===== src/rtl/nbody_loader.sv =====
// nbody_loader: streams body records into the nbody register map, then runs GO/DONE handshake.
// rst is asynchronous and active-low; every bus output is registered.
module nbody_loader #(
    parameter int ADDR_WIDTH      = 16,
    parameter int BODY_ADDR_WIDTH = 9,
    parameter int DATA_WIDTH      = 64,
    parameter int POLL_TIMEOUT    = 4096
) (
    input  logic                       clk,
    input  logic                       rst,
    input  logic                       cfg_start,
    input  logic [BODY_ADDR_WIDTH:0]   cfg_n_bodies,
    input  logic [DATA_WIDTH-1:0]      cfg_gap,
    input  logic                       s_valid,
    output logic                       s_ready,
    input  logic [DATA_WIDTH-1:0]      s_x,
    input  logic [DATA_WIDTH-1:0]      s_y,
    input  logic [DATA_WIDTH-1:0]      s_vx,
    input  logic [DATA_WIDTH-1:0]      s_vy,
    input  logic [DATA_WIDTH-1:0]      s_m,
    output logic                       m_chipselect,
    output logic                       m_write,
    output logic                       m_read,
    output logic [ADDR_WIDTH-1:0]      m_addr,
    output logic [DATA_WIDTH-1:0]      m_writedata,
    input  logic [DATA_WIDTH-1:0]      m_readdata,
    output logic                       busy,
    output logic                       done,
    output logic                       err
);
    localparam int SW = ADDR_WIDTH - BODY_ADDR_WIDTH;
    localparam int PW = $clog2(POLL_TIMEOUT + 1);
    localparam logic [SW-1:0] SEL_GO   = SW'('h00);
    localparam logic [SW-1:0] SEL_N    = SW'('h02);
    localparam logic [SW-1:0] SEL_X    = SW'('h03);
    localparam logic [SW-1:0] SEL_Y    = SW'('h04);
    localparam logic [SW-1:0] SEL_M    = SW'('h05);
    localparam logic [SW-1:0] SEL_VX   = SW'('h06);
    localparam logic [SW-1:0] SEL_VY   = SW'('h07);
    localparam logic [SW-1:0] SEL_GAP  = SW'('h08);
    localparam logic [SW-1:0] SEL_DONE = SW'('h40);
    localparam logic [BODY_ADDR_WIDTH-1:0] I0 = '0;

    typedef enum logic [3:0] {
        IDLE, WR_N, ACCEPT, WR_X, WR_Y, WR_VX, WR_VY, WR_M,
        WR_GAP, WR_GO, POLL, POLL_WAIT, CLR_GO
    } state_t;

    state_t                     state, nstate;
    logic [BODY_ADDR_WIDTH:0]   n_q;
    logic [BODY_ADDR_WIDTH-1:0] idx;
    logic [DATA_WIDTH-1:0]      gap_q, y_q, vx_q, vy_q, m_q;
    logic [PW-1:0]              poll_cnt;
    logic                       n_ok, last, wr, rd;
    logic [ADDR_WIDTH-1:0]      addr;
    logic [DATA_WIDTH-1:0]      wd;
    logic                       unused;

    assign unused = ^m_readdata[DATA_WIDTH-1:1];
    assign n_ok   = cfg_n_bodies != '0 && cfg_n_bodies <= {1'b1, {BODY_ADDR_WIDTH{1'b0}}};
    assign last   = {1'b0, idx} == n_q - (BODY_ADDR_WIDTH+1)'(1);

    // Bus values are computed for the state being entered, so each access is visible during its own state.
    always_comb begin
        nstate = state;
        wr     = 1'b0;
        rd     = 1'b0;
        addr   = '0;
        wd     = '0;
        case (state)
            IDLE: if (cfg_start && n_ok) begin
                nstate = WR_N; wr = 1'b1; addr = {SEL_N, I0}; wd = DATA_WIDTH'(cfg_n_bodies);
            end
            WR_N:   nstate = ACCEPT;
            ACCEPT: if (s_valid) begin
                nstate = WR_X; wr = 1'b1; addr = {SEL_X, idx}; wd = s_x;
            end
            WR_X:  begin nstate = WR_Y;  wr = 1'b1; addr = {SEL_Y, idx};  wd = y_q;  end
            WR_Y:  begin nstate = WR_VX; wr = 1'b1; addr = {SEL_VX, idx}; wd = vx_q; end
            WR_VX: begin nstate = WR_VY; wr = 1'b1; addr = {SEL_VY, idx}; wd = vy_q; end
            WR_VY: begin nstate = WR_M;  wr = 1'b1; addr = {SEL_M, idx};  wd = m_q;  end
            WR_M: if (last) begin
                nstate = WR_GAP; wr = 1'b1; addr = {SEL_GAP, I0}; wd = gap_q;
            end else
                nstate = ACCEPT;
            WR_GAP: begin nstate = WR_GO; wr = 1'b1; addr = {SEL_GO, I0}; wd = DATA_WIDTH'(1); end
            WR_GO:  begin nstate = POLL;  rd = 1'b1; addr = {SEL_DONE, I0}; end
            POLL:   nstate = POLL_WAIT;
            POLL_WAIT: if (m_readdata[0] || poll_cnt >= PW'(POLL_TIMEOUT)) begin
                nstate = CLR_GO; wr = 1'b1; addr = {SEL_GO, I0};
            end else begin
                nstate = POLL; rd = 1'b1; addr = {SEL_DONE, I0};
            end
            CLR_GO:  nstate = IDLE;
            default: nstate = IDLE;
        endcase
    end

    always_ff @(posedge clk or negedge rst) begin
        if (!rst) begin
            state <= IDLE; n_q <= '0; idx <= '0; gap_q <= '0;
            y_q <= '0; vx_q <= '0; vy_q <= '0; m_q <= '0; poll_cnt <= '0;
            m_chipselect <= 1'b0; m_write <= 1'b0; m_read <= 1'b0; m_addr <= '0; m_writedata <= '0;
            s_ready <= 1'b0; busy <= 1'b0; done <= 1'b0; err <= 1'b0;
        end else begin
            state        <= nstate;
            m_chipselect <= wr | rd;
            m_write      <= wr;
            m_read       <= rd;
            m_addr       <= addr;
            m_writedata  <= wd;
            s_ready      <= nstate == ACCEPT;
            done         <= state == POLL_WAIT && nstate == CLR_GO && m_readdata[0];
            if (state == IDLE && cfg_start) begin
                err <= !n_ok; busy <= n_ok; n_q <= cfg_n_bodies; gap_q <= cfg_gap; idx <= '0;
            end
            if (state == ACCEPT && s_valid) begin
                y_q <= s_y; vx_q <= s_vx; vy_q <= s_vy; m_q <= s_m;
            end
            if (state == WR_M && !last)
                idx <= idx + 1'b1;
            if (state == WR_GO)
                poll_cnt <= PW'(1);
            if (state == POLL_WAIT && nstate == POLL)
                poll_cnt <= poll_cnt + 1'b1;
            if (state == POLL_WAIT && nstate == CLR_GO && !m_readdata[0])
                err <= 1'b1;
            if (state == CLR_GO)
                busy <= 1'b0;
        end
    end
endmodule

===== config.mk =====
export PLATFORM = sky130hd
export DESIGN_NAME = nbody_loader
export DESIGN_NICKNAME = d
export VERILOG_FILES = /design/src/rtl/nbody_loader.sv
export SDC_FILE = /design/constraint.sdc
export NUM_CORES = 1
export LEC_CHECK = 0
export ABC_AREA = 0
export ABC_CLOCK_PERIOD_IN_PS = 5100
export CAP_MARGIN = 30
export CORE_ASPECT_RATIO = 1.4
export CORE_UTILIZATION = 30
export DETAILED_ROUTE_END_ITERATION = 10
export PLACE_DENSITY = 0.65
export REMOVE_ABC_BUFFERS = 1
export SLEW_MARGIN = 10
export SYNTH_ARGS = -nofsm -noshare
export SYNTH_HDL_FRONTEND = slang
export SYNTH_SLANG_ARGS = --single-unit

===== constraint.sdc =====
create_clock -name clk -period 5.1 [get_ports clk]
set_input_delay 1.53 -clock clk [delete_from_list [all_inputs] [get_ports clk]]
set_output_delay 1.53 -clock clk [all_outputs]
set_load 0.1 [all_outputs]

; ---- After elaboration in Yosys (flattened, before gate mapping)
; Index checks and enable logic that the tools add are counted.
[totals]
memories = 0
out_inout_bits = 87
ram_bits = 0
in_bits = 462
romBits = 0
register_bits = 443
latchBits = 0
[op_classes]
reduce_logical = 20
div_mod_pow = 0
shifts = 0
bitwise = 1
add_sub_neg = 3
n_lt_le_gt_ge = 2
eq_ne = 16
n_mul = 0
muxes = 29
[op_table]
columns = op, count
row1 = $pmux W64 S8, 1
row2 = $pmux W16 S9, 1
row3 = $mux W64, 2
row4 = $pmux W4 S12, 1
row5 = $mux W13, 3
row6 = $eq A4 B4 Y1 const B, 7
row7 = $mux W11, 2
row8 = $mux W9, 2
row9 = $eq A4 B3 Y1 const B, 4
row10 = $mux W16, 1
row11 = $add A13 B1 Y13 const B, 1
row12 = $ge A13 B13 Y1 const B, 1
row13 = $eq A4 B2 Y1 const B, 3
row14 = $mux W4, 3
row15 = $eq A9 B10 Y1, 1
row16 = $le A10 B10 Y1 const B, 1
row17 = $mux W10, 1
row18 = $reduce_bool A10 Y1, 1
row19 = $sub A10 B1 Y10 const B, 1
row20 = $add A9 B1 Y9 const B, 1
row21 = $logic_and A1 B1 Y1, 9
row22 = $mux W1, 9
row23 = $reduce_bool A2 Y1, 4
row24 = $pmux W1 S5, 1
row25 = 8 further kinds, 10

; ---- Longest topological paths before layout
; Gate-level depths: netlist of the first run.
[depth]
ltp_word = 9
mapped_depth = 10
mapped_depth_nobuf = 8

; ---- Worst setup path after synthesis of the first run
; No wires, ideal clock.
[synth_timing]
kind = input-to-reg
start = input s_valid
end = register y_q[49]
required_time_ns = 4.975
cell_stages = 5
setup_ns = 0.125
slack_ns = 2.258
path_buffers = 3
arrival_ns = 2.718
path_cell_list = and3_1 clkbuf_1 clkbuf_1 buf_2 mux2_2
[synth_between]
elab_chain_cells = 1
[synth_lines]
columns = item, line
row1 = from (decl), 14  ; input logic s_valid,
row2 = $logic_and A1 B1 Y1, 117  ; if (state == ACCEPT && s_valid) begin
row3 = to (signal assigned), 118  ; y_q <= s_y; vx_q <= s_vx; vy_q <= s_vy; m_q <= s_m;
row4 = to (decl), 52  ; logic [DATA_WIDTH-1:0] gap_q, y_q, vx_q, vy_q, m_q;
; No other way between the ends.
; A chain may end at the register's enable or synchronous reset.

; ---- Final worst setup path of the first run
[layout_timing]
start = register m_writedata[1]
end = output m_writedata[1]
[layout_lines]
columns = item, line
row1 = from (decl), 25  ; output logic [DATA_WIDTH-1:0] m_writedata,
row2 = from (signal assigned), 111  ; m_writedata <= wd;
; No word-level cell between the ends.

==> results of run 1 <==
==> cells by family (layout without fill, tap and decap cells) <==
group | count (synthesis) | in the layout | synth area share, %
adder cells (fa/ha/maj) | 3 | 3 | 0.204
AO/OA/AOI/OAI | 204 | 204 | 8.89
other | 1 | 20 | 0.0204
XOR/XNOR | 12 | 12 | 0.571
multiplexers | 268 | 268 | 16.4
AND/OR/NAND/NOR | 461 | 461 | 11.3
flip-flops | 441 | 441 | 59.9
buffers and inverters | 111 | 623 | 2.69
==> layout make-up <==
cell class | count | area share [%]
diodes | 18 | 0.172
well taps | 817 | 3.90
flip-flops and latches | 441 | 42.1
repair buffers | 528 | 21.0
inverters | 7 | 0.100
clock inverters | 17 | 0.802
multi-input cells | 950 | 26.5
clock buffers | 71 | 5.45
==> state kept, by name, summed over array words and instances (netlist names) <==
name          flops
m_read            1
vy_q             64
y_q              64
m_writedata      64
m_chipselect      1
idx               9
m_addr           14
poll_cnt         13
m_q              64
m_write           1
done              1
gap_q            64
err               1
s_ready           1
busy              1
n_q              10
state             4
vx_q             64
==> worst max-delay path by stage <==
stage | startpoint | to | slack (ns) | depth (start not counted)
5_1_grt | m_writedata[1] | m_writedata[1] | 1.38 | 1
2_1_floorplan | s_valid | m_addr[0] | -4.95 | 3
3_3_place_gp | cfg_n_bodies[4] | m_writedata[6] | 1.07 | 8
6_report | m_writedata[1] | m_writedata[1] | 1.44 | 1
3_5_place_dp | cfg_n_bodies[4] | m_writedata[5] | 1.04 | 8
4_1_cts | m_writedata[1] | m_writedata[1] | 1.39 | 1
==> layer usage <==
layer,GRT usage (%),part of all wire (%)
met1,22.2,39
met2,32.7,52
met3,4.04,6.3
met4,8.78,3.2
met5,0,0.022
==> cells in the final DEF, fill, tap and decap left out, types with 8 or more instances in the layout <==
| cell | n |
|---|---|
| clkdlybuf4s50_1 | 482 |
| o21ai_0 | 28 |
| nand2_1 | 240 |
| clkbuf_16 | 49 |
| a22oi_1 | 64 |
| diode_2 | 18 |
| nand3_1 | 131 |
| buf_4 | 24 |
| a31oi_1 | 8 |
| buf_12 | 13 |
| mux2_2 | 266 |
| a222oi_1 | 63 |
| clkbuf_8 | 12 |
| nor2b_1 | 16 |
| clkbuf_1 | 10 |
| buf_16 | 8 |
| dfrtp_1 | 441 |
| nor2_1 | 27 |
| a21oi_1 | 10 |
==> power groups by stage <==
| stage | Sequential, mW | Combinational (mW) | Clock, mW |
|---|---|---|---|
| global route | 6.19 | 6.86 | 3.87 |
| CTS | 5.99 | 6.45 | 3.75 |
| detailed placement | 6.05 | 6.43 | 0 |
| floorplan | 7.40 | 3.05 | 0 |
| global placement | 5.96 | 6.16 | 0 |
| finish | 6.01 | 6.42 | 3.64 |
==> metrics by stage <==
| stage | cells | total power, mW | area [um^2] |
|---|---|---|---|
| 2_1_floorplan | 1398 | 10.5 | 17900 |
| 3_3_place_gp | 2734 | 12.1 | 24300 |
| 3_5_place_dp | 2741 | 12.5 | 24500 |
| 4_1_cts | 2829 | 16.2 | 26100 |
| 5_1_grt | 2845 | 16.9 | 26200 |
| 6_report | 2849 | 16.1 | 26200 |
==> impl_metrics.env, run 1 <==
export IMPL_clkPwrFrac_pct=22.7
export IMPL_setup_slack_ns=1.44
export IMPL_cts_sinks=441
export IMPL_start_kind="register"
export IMPL_vias=14301
export IMPL_syn_area_um2=18400
export IMPL_synth_area_leaders="dfrtp_1 60%, mux2_2 16%, nand2_1 4.9%, nand3_1 3.6%, a222oi_1 3.4%"
export IMPL_grt_pass1_wl_um=89700
export IMPL_drc=0
export IMPL_worst_ir_drop_vdd_mv=0.361
export IMPL_ys_warnings_count=0
export IMPL_worstHoldStart="gap_q[15]"
export IMPL_cts_tree="yes"
export IMPL_tightest_slew_ns=1.03
export IMPL_hpwl_um=40500
export IMPL_io_pins=549
export IMPL_syn_inst=1501
export IMPL_path_class="reg2out"
export IMPL_regArea_um2=11000
export IMPL_power_internal_mw=9.84
export IMPL_clkLatencyLatePin_ns=0.59
export IMPL_synth_most_common_cell="dfrtp_1"
export IMPL_fin_skew_ns=0.0308
export IMPL_setup_viol=0
export IMPL_preCtsSetupSlack_ns=1.04
export IMPL_switchingPower_mw=6.23
export IMPL_postRouteAntennaNets=0
export IMPL_worstPathCellList="clkdlybuf4s50_1"
export IMPL_hold_class="reg2reg"
export IMPL_syn2layout_area_growth_pct=42.3
export IMPL_routedWlPerCell_um=21.1
export IMPL_synth_area_per_cell_um2=12.3
export IMPL_path_buf_inv=1
export IMPL_die_area_um2=62400
export IMPL_h_tree_depth=2
export IMPL_critPathMaxFanout=1
export IMPL_max_freq_mhz=273
export IMPL_ctsResizeCount=0
export IMPL_endpoint_kind="output pin"
export IMPL_holdWs_ns=0.474
export IMPL_min_delay_path_depth=2
export IMPL_path_clk_slew_ns=0.07
export IMPL_async_reset_ff_share_pct=100
export IMPL_postCtsSetupBuffers=0
export IMPL_reg2reg_slack_ns=2.19
export IMPL_synth_flop_cell="dfrtp_1"
export IMPL_path_delay_family="buffers and inverters"
export IMPL_drt_pass1_iter_count=7
export IMPL_cp_slowest_cell="clkdlybuf4s50_1"
export IMPL_fin_crit_ns=3.66
export IMPL_ctsLongestPathBuffers=3
export IMPL_port_buffers=483
export IMPL_die_h_um=295
export IMPL_r2r_end="m_writedata[20]"
export IMPL_synthDistinctLibCells=55
export IMPL_grt_max_degree=112
export IMPL_synth_top_area_share_pct=59.9
export IMPL_timing_max_cap_violations=0
export IMPL_min_to="gap_q[15]"
export IMPL_core_area_um2=60800
export IMPL_synth_common_cells="441 x dfrtp_1, 266 x mux2_2, 240 x nand2_1, 132 x nand3_1, 68 x clkbuf_1"
export IMPL_slew_limit_headroom_pct=30.8
export IMPL_utilization_pct=43.1
export IMPL_die_w_um=211
export IMPL_finalMaxSlewViolations=0
export IMPL_drive_above_1_share_pct=20.3
export IMPL_rr_worst_depth=9
export IMPL_grtUsageTotal_pct=18.9
export IMPL_postCtsHoldBufs=0
export IMPL_leakage_nw=11.1
export IMPL_cp_slowest_stage_delay_ns=1.16
export IMPL_status="finished clean"
export IMPL_r2r_start="n_q[0]"
export IMPL_rows=107
export IMPL_power_frac_comb_pct=39.9
export IMPL_seqPwrFrac_pct=37.4
export IMPL_synth_edf_count=0
export IMPL_critical_path_arrival_ns=2.13
export IMPL_cts_buffers=48
export IMPL_tns_ns=0
export IMPL_grt_pass1_vias=15357
export IMPL_multi_input_area_um2=6940
export IMPL_critPathRequiredTime_ns=3.57
export IMPL_drtIter0Drc=1110
export IMPL_ys_ff_latch=441
export IMPL_grt_overflow_total=0
export IMPL_hold_violations=0
export IMPL_synth_top_cell_by_area="dfrtp_1"
export IMPL_seq_area_frac_synth_pct=59.9
export IMPL_antenna_found_initial=17
export IMPL_nFillCells=5771
export IMPL_gp_congestion=0.830
export IMPL_cellPowerDensity_nw_per_um2=613
export IMPL_finalCritPeriodShare_pct=71.7
export IMPL_nets=2441
export IMPL_sw_frac_of_total_pct=38.7
export IMPL_rsz0062_at_grt="false"
export IMPL_drt_total_wl_um=60000
export IMPL_vias_per_cell=5.02
export IMPL_initial_core_util_pct=30.3
export IMPL_root_buffer="clkbuf_16"
Power figures use the tool's default switching activity.
==> inputs of run 2 (changes only) <==
--- a/config.mk
+++ b/config.mk
@@ -6,7 +6,7 @@
 export NUM_CORES = 1
 export LEC_CHECK = 0
 export ABC_AREA = 0
-export ABC_CLOCK_PERIOD_IN_PS = 5100
+export ABC_CLOCK_PERIOD_IN_PS = 3800
 export CAP_MARGIN = 30
 export CORE_ASPECT_RATIO = 1.4
 export CORE_UTILIZATION = 30
==> constraint.sdc (replaced) <==
create_clock -name clk -period 3.8 [get_ports clk]
set_input_delay 1.14 -clock clk [delete_from_list [all_inputs] [get_ports clk]]
set_output_delay 1.14 -clock clk [all_outputs]
set_load 0.1 [all_outputs]
==> run 2 against run 1 <==
  * Combinational power up 30%
  * Cell count down 0.46%
  * Die area unchanged
  * Setup slack worse by 0.79 ns
  * Design area down 1.7%
  * Clock power up 27%
  * Routed wire length down 0.57%
  * Sequential share of layout area up 0.74 points
  * Critical path type unchanged
  * Highest routed layer unchanged
==> impl_metrics.env, run 2 (same netlist as run 1, synthesis figures left out) <==
export IMPL_fin_skew_ns=0.0240
export IMPL_final_common_cell="dfrtp_1"
export IMPL_grt_overflow_total=0
export IMPL_hold_violations=0
export IMPL_vias_per_cell=5.04
export IMPL_fin_total_pwr_mw=21.0
export IMPL_finalMaxSlewViolations=0
export IMPL_die_h_um=295
export IMPL_clkLatencyLatePin_ns=0.58
export IMPL_drt_pass1_iter_count=6
export IMPL_cellPowerDensity_nw_per_um2=817
export IMPL_postCtsSetupBuffers=0
export IMPL_nFillCells=5748
export IMPL_path_clk_slew_ns=0.06
export IMPL_root_buffer="clkbuf_16"
export IMPL_worstHoldStart="gap_q[2]"
export IMPL_postRouteAntennaNets=0
export IMPL_nets=2439
export IMPL_leakage_nw=11.1
export IMPL_multi_input_area_um2=6940
export IMPL_io_pins=549
export IMPL_r2r_end="m_writedata[27]"
export IMPL_drc=0
export IMPL_grtUsageTotal_pct=18.7
export IMPL_reg2reg_slack_ns=0.90
export IMPL_drtIter0Drc=983
export IMPL_fin_crit_ns=3.15
export IMPL_path_buf_inv=1
export IMPL_drive_above_1_share_pct=24.4
export IMPL_critical_path_arrival_ns=2.01
export IMPL_timing_max_cap_violations=0
export IMPL_grt_pass1_vias=14969
export IMPL_cts_buffers=46
export IMPL_die_area_um2=62400
export IMPL_vias=14285
export IMPL_dpl_instance_area_um2=24200
export IMPL_tns_ns=0
export IMPL_regArea_um2=11000
export IMPL_max_freq_mhz=318
export IMPL_postCtsHoldBufs=0
export IMPL_grt_max_degree=86
export IMPL_setup_slack_ns=0.654
export IMPL_drt_total_wl_um=59700
export IMPL_status="finished clean"
export IMPL_fin_area_um2=25800
export IMPL_rsz0062_at_grt="false"
export IMPL_antenna_found_initial=10
export IMPL_endpoint_kind="output pin"
export IMPL_die_w_um=211
export IMPL_min_delay_path_depth=2
export IMPL_grt_pass1_wl_um=88700
export IMPL_ctsLongestPathBuffers=3
export IMPL_finalCritPeriodShare_pct=82.8
export IMPL_h_tree_depth=2
export IMPL_preCtsSetupSlack_ns=0.429
export IMPL_core_area_um2=60800
export IMPL_critPathMaxFanout=1
export IMPL_slew_limit_headroom_pct=34.4
export IMPL_crit_cells=1
export IMPL_cp_slowest_cell="clkdlybuf4s50_1"
export IMPL_worst_ir_drop_vdd_mv=0.454
export IMPL_start_kind="register"
export IMPL_hpwl_um=41100
export IMPL_cts_tree="yes"
export IMPL_gp_congestion=0.841
export IMPL_critPathRequiredTime_ns=2.66
export IMPL_path_delay_family="buffers and inverters"
export IMPL_min_to="gap_q[2]"
export IMPL_path_class="reg2out"
export IMPL_routedWlPerCell_um=21.0
export IMPL_cp_slowest_stage_delay_ns=1.12
export IMPL_tightest_slew_ns=0.983
export IMPL_final_cell_mix="441 x dfrtp_1, 398 x clkdlybuf4s50_1, 266 x mux2_2"
export IMPL_port_buffers=483
export IMPL_hold_class="reg2reg"
export IMPL_ctsResizeCount=0
export IMPL_syn2layout_area_growth_pct=39.9
export IMPL_rr_worst_depth=9
export IMPL_initial_core_util_pct=30.3
export IMPL_setup_viol=0
export IMPL_cts_sinks=441
export IMPL_worstPathCellList="clkdlybuf4s50_1"
export IMPL_rows=107
export IMPL_r2r_start="n_q[0]"
-- run 2: worst max path at each step --
stage	from	to	slack, ns
2_1_floorplan	s_valid	m_addr[0]	-5.86
3_5_place_dp	cfg_n_bodies[4]	s_ready	0.43
5_1_grt	m_addr[10]	m_addr[10]	0.60
4_1_cts	m_addr[10]	m_addr[10]	0.61
3_3_place_gp	cfg_n_bodies[4]	s_ready	0.46
6_report	m_addr[10]	m_addr[10]	0.65
-- run 2: report_power, final --
part           total [mW]  internal (mW)  leakage [nW]  switching, mW
clock network        4.61           2.67         0.756           1.94
logic                8.36           3.24          4.94           5.12
registers            8.08           6.83          5.44           1.25
-- run 2: through the flow --
step                      hold WS (ns)  cells  util, %
final                            0.474   2836     42.4
after global routing             0.496   2834     42.4
after CTS                        0.478   2826     42.3
after detailed placement         0.462   2743     39.8
after global placement           0.458   2743     39.8
after floorplan                  0.445   1398        -
-- run 2: layer usage --
metal / vias to the layer above / track usage, % / routed length, um
met5: - / 0 / 9
met4: 2 / 8.06 / 2000
met3: 106 / 4.12 / 4110
met2: 527 / 32.0 / 30200
met1: 7259 / 22.4 / 23300
li1: 6391 / - / -
-- run 2: area by class of cell --
class	count	area share [%]
Multi-Input combinational cell	950	26.9
Antenna cell	10	0.0972
Tap cell	817	3.97
Clock inverter	16	0.661
Clock buffer	67	5.36
Inverter	7	0.102
Timing Repair Buffer	528	20.0
Sequential cell	441	42.9
-- run 2: tightest hold or removal path: cells and delay by family (launching register included) --
family	cells	cell delay, ns
flops	1	0.34
simple gates	2	0.10
==> inputs of run 3 (changes only) <==
--- a/config.mk
+++ b/config.mk
@@ -6,12 +6,12 @@
 export NUM_CORES = 1
 export LEC_CHECK = 0
 export ABC_AREA = 0
-export ABC_CLOCK_PERIOD_IN_PS = 3800
+export ABC_CLOCK_PERIOD_IN_PS = 2600
 export CAP_MARGIN = 30
 export CORE_ASPECT_RATIO = 1.4
 export CORE_UTILIZATION = 30
 export DETAILED_ROUTE_END_ITERATION = 10
-export PLACE_DENSITY = 0.65
+export PLACE_DENSITY = 0.67
 export REMOVE_ABC_BUFFERS = 1
 export SLEW_MARGIN = 10
 export SYNTH_ARGS = -nofsm -noshare
==> constraint.sdc (replaced) <==
create_clock -name clk -period 2.6 [get_ports clk]
set_input_delay 0.78 -clock clk [delete_from_list [all_inputs] [get_ports clk]]
set_output_delay 0.78 -clock clk [all_outputs]
set_load 0.1 [all_outputs]
==> run 3 against run 2 <==
  * Setup slack got worse by 0.53 ns
  * Routed wire length is 0.81% higher
  * First-iteration DRC count down 0.81%
  * Sequential power increased by 46%
  * Non-clock buffer count increased by 48
  * Global-route usage rose by 0.43 points
  * Critical path type is now reg2reg
  * Highest routed layer unchanged
==> impl_metrics.env, run 3 (same netlist as run 1, synthesis figures left out) <==
export IMPL_core_area_um2=60800
export IMPL_vias=14581
export IMPL_worstPathCellList="inv_1 -> ha_1 -> nor2b_1 -> or3_1 -> a31oi_2 -> o2111a_2 -> buf_12 -> nor4b_1 -> a221o_1"
export IMPL_gp_congestion=0.864
export IMPL_worst_ir_drop_vdd_mv=0.731
export IMPL_fin_skew_ns=0.0292
export IMPL_r2r_end="idx[2]"
export IMPL_fin_area_um2=26200
export IMPL_status="finished clean"
export IMPL_critPathRequiredTime_ns=3.05
export IMPL_endpoint_kind="register"
export IMPL_rr_worst_depth=9
export IMPL_routedWlPerCell_um=20.9
export IMPL_clkLatencyLatePin_ns=0.58
export IMPL_leakage_nw=11.4
export IMPL_hold_violations=0
export IMPL_drt_pass1_iter_count=9
export IMPL_vias_per_cell=5.06
export IMPL_drive_above_1_share_pct=26.1
export IMPL_die_h_um=295
export IMPL_slew_limit_headroom_pct=53.4
export IMPL_path_class="reg2reg"
export IMPL_dpl_instance_area_um2=24700
export IMPL_drtIter0Drc=975
export IMPL_cp_slowest_cell="or3_1"
export IMPL_cp_slowest_stage_delay_ns=0.37
export IMPL_tightest_slew_ns=0.699
export IMPL_critPathMaxFanout=29
export IMPL_path_clk_slew_ns=0.06
export IMPL_start_kind="register"
export IMPL_ctsLongestPathBuffers=3
export IMPL_drt_total_wl_um=60200
export IMPL_holdWs_ns=0.195
export IMPL_rows=107
export IMPL_rsz0062_at_grt="false"
export IMPL_dpl_cell_count=2791
export IMPL_drc=0
export IMPL_finalMaxSlewViolations=0
export IMPL_postCtsHoldBufs=0
export IMPL_finalCritPeriodShare_pct=95.3
export IMPL_hpwl_um=42300
export IMPL_port_buffers=483
export IMPL_grt_pass1_wl_um=90900
export IMPL_r2r_start="n_q[0]"
export IMPL_antenna_found_initial=8
export IMPL_final_cells=2882
export IMPL_h_tree_depth=2
export IMPL_cts_sinks=441
export IMPL_max_freq_mhz=404
export IMPL_postRouteAntennaNets=0
export IMPL_grt_max_degree=66
export IMPL_io_pins=549
export IMPL_grtUsageTotal_pct=19.1
export IMPL_syn2layout_area_growth_pct=42.5
export IMPL_fin_crit_ns=2.48
export IMPL_nets=2486
export IMPL_setup_viol=0
export IMPL_die_area_um2=62400
export IMPL_reg2reg_slack_ns=0.12
export IMPL_hold_class="in2async"
export IMPL_timing_max_cap_violations=0
export IMPL_critical_path_arrival_ns=2.92
export IMPL_nFillCells=5697
export IMPL_regArea_um2=11000
export IMPL_initial_core_util_pct=30.3
export IMPL_final_common_cell="dfrtp_1"
export IMPL_grt_overflow_total=0
export IMPL_cts_tree="yes"
export IMPL_grt_pass1_vias=15637
export IMPL_root_buffer="clkbuf_16"
export IMPL_final_cell_mix="441 x dfrtp_1, 397 x clkdlybuf4s50_1, 266 x mux2_2"
export IMPL_cts_buffers=45
export IMPL_cellPowerDensity_nw_per_um2=1190
export IMPL_multi_input_area_um2=6950
export IMPL_die_w_um=211
-- run 3: cell count changes in the layout (fill, tap and decap cells not counted), sizes merged --
cell and change:
bufinv +2, clkinv +1, buf +49, inv +1
clkbuf -4, clkdlybuf4s50 -1, clkinvlp -2
-- run 3: layout make-up --
cell class | instances | share of cell area, %
clock buffer | 63 | 4.86
sequential | 441 | 42.1
timing repair buffer | 576 | 21.7
inverter | 7 | 0.100
antenna | 10 | 0.0954
tap | 817 | 3.90
multi-input combinational | 950 | 26.5
clock inverter | 18 | 0.801
-- run 3: worst max path at each step --
| stage | to | slack, ns | start | depth (start not counted) |
|---|---|---|---|---|
| global placement | m_writedata[3] | -0.58 | cfg_n_bodies[3] | 10 |
| finish | idx[2] | 0.12 | n_q[0] | 9 |
| floorplan | m_addr[0] | -6.70 | s_valid | 3 |
| CTS | idx[2] | 0.05 | n_q[0] | 9 |
| global route | idx[2] | 0.006 | n_q[2] | 7 |
| detailed placement | s_ready | -0.68 | cfg_n_bodies[3] | 9 |
-- run 3: report_power, final --
part | leakage, nW | total, mW | switching (mW) | internal, mW
combinational | 5.23 | 12.7 | 7.67 | 5.05
clock | 0.730 | 6.63 | 2.80 | 3.83
sequential | 5.44 | 11.8 | 1.78 | 9.99
total | 11.4 | 31.1 | 12.2 | 18.9
-- run 3: repair_timing --
| item | CTS | global route |
|---|---|---|
| buffers inserted | 0 | 0 |
| cloned | 0 | 0 |
| endpoints found under the setup margin | 10 | 5 |
| pin swaps | 0 | 1 |
| gates resized for setup | 1 | 1 |
-- run 3: per-layer routing --
layer | share of wire, % | vias to the layer above | track usage (%) | wire (um)
met4 | 3.4 | 2 | 8.22 | 2060
met5 | 0.022 | - | 0 | 13
met3 | 6.5 | 126 | 4.06 | 3880
met1 | 38 | 7415 | 22.0 | 22700
met2 | 52 | 548 | 34.0 | 31600
li1 | - | 6490 | - | -
-- run 3: worst max-delay path: cells and delay by family, from the launching register on --
kind | cells | cell delay, ns
AO/OA/AOI/OAI | 3 | 0.83
AND/OR/NAND/NOR | 3 | 0.61
flip-flops | 1 | 0.36
adder cells (fa/ha/maj) | 1 | 0.28
buffers and inverters | 2 | 0.27
-- run 3: stage by stage --
stage	setup slack [ns]	TNS [ns]	utilization (%)	total power, mW
6_report	0.122	0	43.2	31.1
5_1_grt	0.00587	0	43.1	32.7
4_1_cts	0.0497	0	43.1	31.4
3_5_place_dp	-0.684	-9.16	40.7	24.6
2_1_floorplan	-6.70	-2214.08	-	20.3
3_3_place_gp	-0.578	-7.87	40.7	24.1
